==> src/rtl/bsg_rr_arb_mux_width_p28_els_p2.sv <==
// bsg_rr_arb_mux_width_p28_els_p2: burst-aware round-robin arbiter muxing two requesters into one registered output
module bsg_rr_arb_mux_width_p28_els_p2 #(
  parameter int width_p = 28,
  parameter int els_p   = 2
) (
  input  logic                     clk_i,
  input  logic                     reset_n_i,
  input  logic [els_p-1:0]         v_i,
  input  logic [els_p*width_p-1:0] data_i,
  input  logic [els_p-1:0]         last_i,
  output logic [els_p-1:0]         yumi_o,
  output logic                     v_o,
  output logic [width_p-1:0]       data_o,
  output logic [els_p-1:0]         sel_one_hot_o,
  output logic                     last_o,
  input  logic                     ready_i
);
  typedef enum logic [1:0] {UNLOCKED, LOCKED0, LOCKED1} state_e;
  state_e state_r, state_n;
  logic last_r;
  logic free;
  logic [1:0] gnt;
  assign free = !v_o | ready_i;
  always_ff @(posedge clk_i or negedge reset_n_i)
    if (!reset_n_i) begin
      state_r <= UNLOCKED;
      last_r  <= 1'b1;
    end else begin
      state_r <= state_n;
      if (|yumi_o) last_r <= yumi_o[1];
    end
  always_comb
    state_n = yumi_o[0] ? (last_i[0] ? UNLOCKED : LOCKED0) :
              yumi_o[1] ? (last_i[1] ? UNLOCKED : LOCKED1) : state_r;
  // a locked burst owner is the only candidate, even while it is idle
  always_comb begin
    gnt = state_r == LOCKED0 ? {1'b0, v_i[0]} :
          state_r == LOCKED1 ? {v_i[1], 1'b0} :
          v_i == 2'b11       ? (last_r ? 2'b01 : 2'b10) : v_i;
    yumi_o = (reset_n_i && free) ? gnt : 2'b00;
  end
  always_ff @(posedge clk_i or negedge reset_n_i)
    if (!reset_n_i) begin
      v_o           <= 1'b0;
      data_o        <= '0;
      sel_one_hot_o <= '0;
      last_o        <= 1'b0;
    end else if (free) begin
      v_o <= |yumi_o;
      if (|yumi_o) begin
        data_o        <= yumi_o[1] ? data_i[width_p +: width_p] : data_i[0 +: width_p];
        sel_one_hot_o <= yumi_o;
        last_o        <= yumi_o[1] ? last_i[1] : last_i[0];
      end
    end
endmodule
==> config.mk <==
export PLATFORM = sky130hd
export DESIGN_NAME = bsg_rr_arb_mux_width_p28_els_p2
export DESIGN_NICKNAME = d
export VERILOG_FILES = /design/src/rtl/bsg_rr_arb_mux_width_p28_els_p2.sv
export SDC_FILE = /design/constraint.sdc
export NUM_CORES = 1
export LEC_CHECK = 0
export BUFFER_PORTS_ARGS = -buffer_cell sky130_fd_sc_hd__clkbuf_2
export CAP_MARGIN = 10
export CORE_ASPECT_RATIO = 1.5
export CORE_MARGIN = 3
export CORE_UTILIZATION = 45
export DETAILED_ROUTE_END_ITERATION = 8
export HOLD_SLACK_MARGIN = 0.03
export PLACE_DENSITY = 0.79
export SYNTH_ARGS = -nofsm -noshare
export SYNTH_HDL_FRONTEND = slang
export SYNTH_SLANG_ARGS = --single-unit
==> constraint.sdc <==
create_clock -name clk_i -period 2 [get_ports clk_i]
set_input_delay 0.1 -clock clk_i [delete_from_list [all_inputs] [get_ports clk_i]]
set_output_delay 0.1 -clock clk_i [all_outputs]
set_load 0.1 [all_outputs]
# [Word-level counts from Yosys, hierarchy flattened]
# Index checks and enable logic that the tools add are counted.
[op_classes] eq_ne=3 mux=11 bitwise=1 n_reduce_logical=5
[ops] operator="two-way mux 28 bit" count=1
[ops] operator="two-way mux 2 bit" count=8
[ops] operator="== test 2 bit, second input constant" count=2
[ops] operator="== test 2 x 1 -> 1 bit, second input constant" count=1
[ops] operator="two-way mux 1 bit" count=2
[ops] operator="AND reduction 2 bit" count=1
[ops] operator="nonzero test 2 bit" count=1
[ops] operator="OR reduction 2 bit" count=1
[ops] operator="logical AND 1 bit" count=1
[ops] operator="zero test 1 bit" count=1
[ops] operator="OR 1 bit" count=1
[word_totals] reg_bits=35

# [Depth between registers and ports, before layout]
[depth] word_depth=7 ltp_mapped=6

# [Least setup slack after synthesis]
# OpenSTA, ideal clock, no wires.
[synth_path] kind="reg2reg" start="register v_o" end="register state_r[0]" t_arrival_ns=2.460 required_time_ns=1.932 slack_ns=-0.528 stages_incl_launch_ff=6 path_buffers=1 path_cell_list="dfrtp_1 nand2b_4 and2_1 and3_1 clkbuf_1 a22o_1"
[synth_via] elab_chain_len=5
[synth_rtl] element="start: declaration" line="12" rtl="output logic v_o,"
[synth_rtl] element="start signal: assignment" line="49" rtl="v_o <= |yumi_o;"
[synth_rtl] element="zero test 1 bit (*)" line="23" rtl="assign free = !v_o | ready_i;"
[synth_rtl] element="OR 1 bit (*)" line="23"
[synth_rtl] element="logical AND 1 bit (*)" line="40" rtl="yumi_o = (reset_n_i && free) ? gnt : 2'b00;"
[synth_rtl] element="two-way mux 2 bit (*)" line="40"
[synth_rtl] element="named net yumi_o[0]" line="11" rtl="output logic [els_p-1:0] yumi_o,"
[synth_rtl] element="two-way mux 2 bit or nonzero test 2 bit (tied branches)"
[synth_rtl] element="end signal: assignment" line="29" rtl="state_r <= state_n;"
[synth_rtl] element="end: declaration" line="19" rtl="state_e state_r, state_n;"
# Mark *: on every way through the listed nets, which the timed path passes. The rest lies on a longest branch.
# A chain may end at the register's enable or synchronous reset.

# [Final worst setup path]
[layout_path] start="register state_r[0]" end="output yumi_o[1]"
[layout_via] elab_chain_len=4
[layout_rtl] element="== test 2 bit" line="38" rtl="state_r == LOCKED1 ? {v_i[1], 1'b0} :"
[layout_rtl] element="two-way mux 2 bit" line="38"
[layout_rtl] element="two-way mux 2 bit (*)" line="37" rtl="gnt = state_r == LOCKED0 ? {1'b0, v_i[0]} :"
[layout_rtl] element="two-way mux 2 bit (*)" line="40"
[layout_rtl] element="end: declaration" line="11"
# Mark *: on every way between the ends. The rest lies on a longest branch, timed or not.

==> impl_metrics.csv <==
group,metric,value,unit
critical_path,required,1.90,ns
critical_path,end_kind,"primary output",
sta,finalSetupViolCount,0,
sta,fmax,543,MHz
placed_design,portBuffers,96,
floorplanning,num_rows,28,
yosys,netlist_top_cells_area,"dfrtp_1 (45%), nand4_1 (9.2%), a21oi_1 (7.9%)",
sta,finalSetupTns,0,ns
global_routing,overflow,0,
sta,finalCritPeriodShare,92.0,%
placed_design,placed_cell_area,2440,µm²
critical_path,path_max_fanout,13,
route,dr.pass1.iters,5,
route,drc,0,
global_routing,grt_pass1_vias,2039,
yosys,synthesis.area,1900,µm²
floorplanning,initial_core_util,47.6,%
yosys,synth_top_area_cell,"dfrtp_1",
critical_path,crit_type,"flop to primary output",
critical_path,crit_arrival,1.74,ns
job,maxCapViolCount,0,
critical_path,startpoint_type,"flop",
outcome,outcome,"finished, final reports clean",
yosys,synth_cell_types,28,
clock_tree,path_clk_slew,0.08,ns
route,drtIter0Drc,84,
worst_hold_path,hold_class,"input pin to flop",
floorplanning,dieArea,5060,µm²
sta,hold_viol,0,
route,drt_wl_total,5.89,mm
clock_tree,numClockSinks,35,
yosys,synth_top_area_share,44.8,%
cells_and_area,final_area,2560,µm²
yosys,syn_inst,204,
cells_and_area,layout.nets,358,
sta,rsz0062_at_grt,"false",
sta,tightest_slew,0.554,ns
placed_design,globalplace.congestion,0.819,
cells_and_area,drive_above_1_share,44.9,%
global_routing,grt_antenna_before_repair,0,
sta,setup_ws,0.160,ns
yosys,syn_avg_cell_area,9.32,µm²
sta,period_needed,1.84,ns
global_routing,grt_pass1_wl,9.37,mm
yosys,yosysSeqAreaShare,46.1,%
cells_and_area,final_cell_mix,"clkbuf_2 (94), dfrtp_1 (33), o21ai_0 (29), a21oi_1 (29), nand4_1 (28)",
global_routing,grt_max_degree,30,
route,routedWlPerCell,17.3,µm
sta,slew-limit-headroom,63.2,%
clock_tree,cts_inserted_buffers,5,
yosys,yosysWarnings,0,
route,vias,2040,
placed_design,dp_hpwl,4.35,mm
route,ant_nets,0,
clock_tree,clk_latency,0.30,ns
yosys,synth-seq-cells,35,
cells_and_area,n_antenna_cell,0,
placed_design,dpl_worst_slack,0.501,ns
sta,maxSlewViolCount,0,
cells_and_area,final_common_cell,"clkbuf_2",
floorplanning,core,3990,µm²
yosys,syn_nets,267,
route,vias_per_cell,5.98,
clock_tree,clock_path_buffers,2,
floorplanning,die_w,59.1,µm
floorplanning,ios,97,
cells_and_area,syn_to_final_growth,34.9,%
clock_tree,htreeDepth,2,
floorplanning,die_h,85.6,µm
clock_tree,cts_tree,"yes",
sta,timing.hold.ws,0.0519,ns
sta,skew,0.00695,ns
clock_tree,cts_root_buf,"clkbuf_8",
global_routing,grt_util_all_layers,24.2,%
-- cells in the mapped netlist --
cell type	number
inv_1	5
a31oi_2	10
o21bai_2	1
a221oi_1	1
nand4_1	28
nand2b_4	1
and2_4	1
a21oi_1	30
nand2b_1	1
buf_6	2
o21ai_1	2
and2_1	1
nor2b_1	1
a31oi_1	19
clkbuf_1	11
nor2b_2	1
dfrtp_1	34
o21ai_0	29
and4_1	1
and3_1	1
nand2_1	4
nand3_1	2
o211a_1	1
a21o_1	3
buf_2	10
buf_4	2
a22o_1	1
dfstp_2	1
-- area by class of cell --
type,instances,area [µm²]
inverter,5,18.8
clock inverter,2,35.0
clock buffer,6,82.6
multi-input combinational,139,880
sequential,35,881
tap,45,56.3
fill,380,1430
timing repair buffer,109,611
-- worst max-delay path: stages (launching register included) --
cell and delay [ns]:
dfrtp_1 0.40, nor2b_2 0.23, a21o_1 0.15, buf_4 0.20
nand3_1 0.13, inv_1 0.15, buf_12 0.18
-- sequential cells by signal, indices dropped and copies added, names as in the netlist --
name,flops
last_o,1
last_r,1
v_o,1
state_r,2
sel_one_hot_o,2
data_o,28
-- routing by layer --
metal  routed length [µm]  global-route usage [%]  vias to the layer above
li1                     -                       -                      966
met1                 2070                    27.5                      965
met2                 3250                    42.9                       93
met3                  371                    3.92                       16
met4                  198                    11.3                        0
met5                    0                       0                        -
-- worst paths after layout --
path	from	end	slack, ns	cells past startpoint
setup reg to reg	last_r	data_o[9]	0.44	5
hold / removal	data_i[22]	data_o[22]	0.05	3
setup / recovery	state_r[0]	yumi_o[1]	0.16	6
hold reg to reg	sel_one_hot_o[0]	sel_one_hot_o[0]	0.48	1
min in group asynchronous	reset_n_i	v_o	0.24	2
max in group asynchronous	reset_n_i	data_o[8]	1.10	3
-- repair_timing --
action                                 CTS  global route
resized for setup                        0             0
endpoints found under the hold margin    7             0
setup buffers                            0             0
hold buffers                             1             0
-- kinds of logic (layout without fill, tap and decap cells) --
| family | Yosys count | count (layout) | synth area share (%) |
|---|---|---|---|
| compound gates | 97 | 97 | 32.1 |
| simple gates | 42 | 42 | 14.0 |
| flops | 35 | 35 | 46.1 |
| buf+inv | 30 | 122 | 7.77 |
-- metrics by stage --
step | std cells | utilization (%)
6_report | 341 | 64.2
5_1_grt | 341 | 64.2
4_1_cts | 341 | 64.2
3_5_place_dp | 332 | 61.0
3_3_place_gp | 332 | 61.0
2_1_floorplan | 204 | -
Power is not shown: default switching activity piles up to over one toggle a cycle in this logic, so the estimate is an artifact.
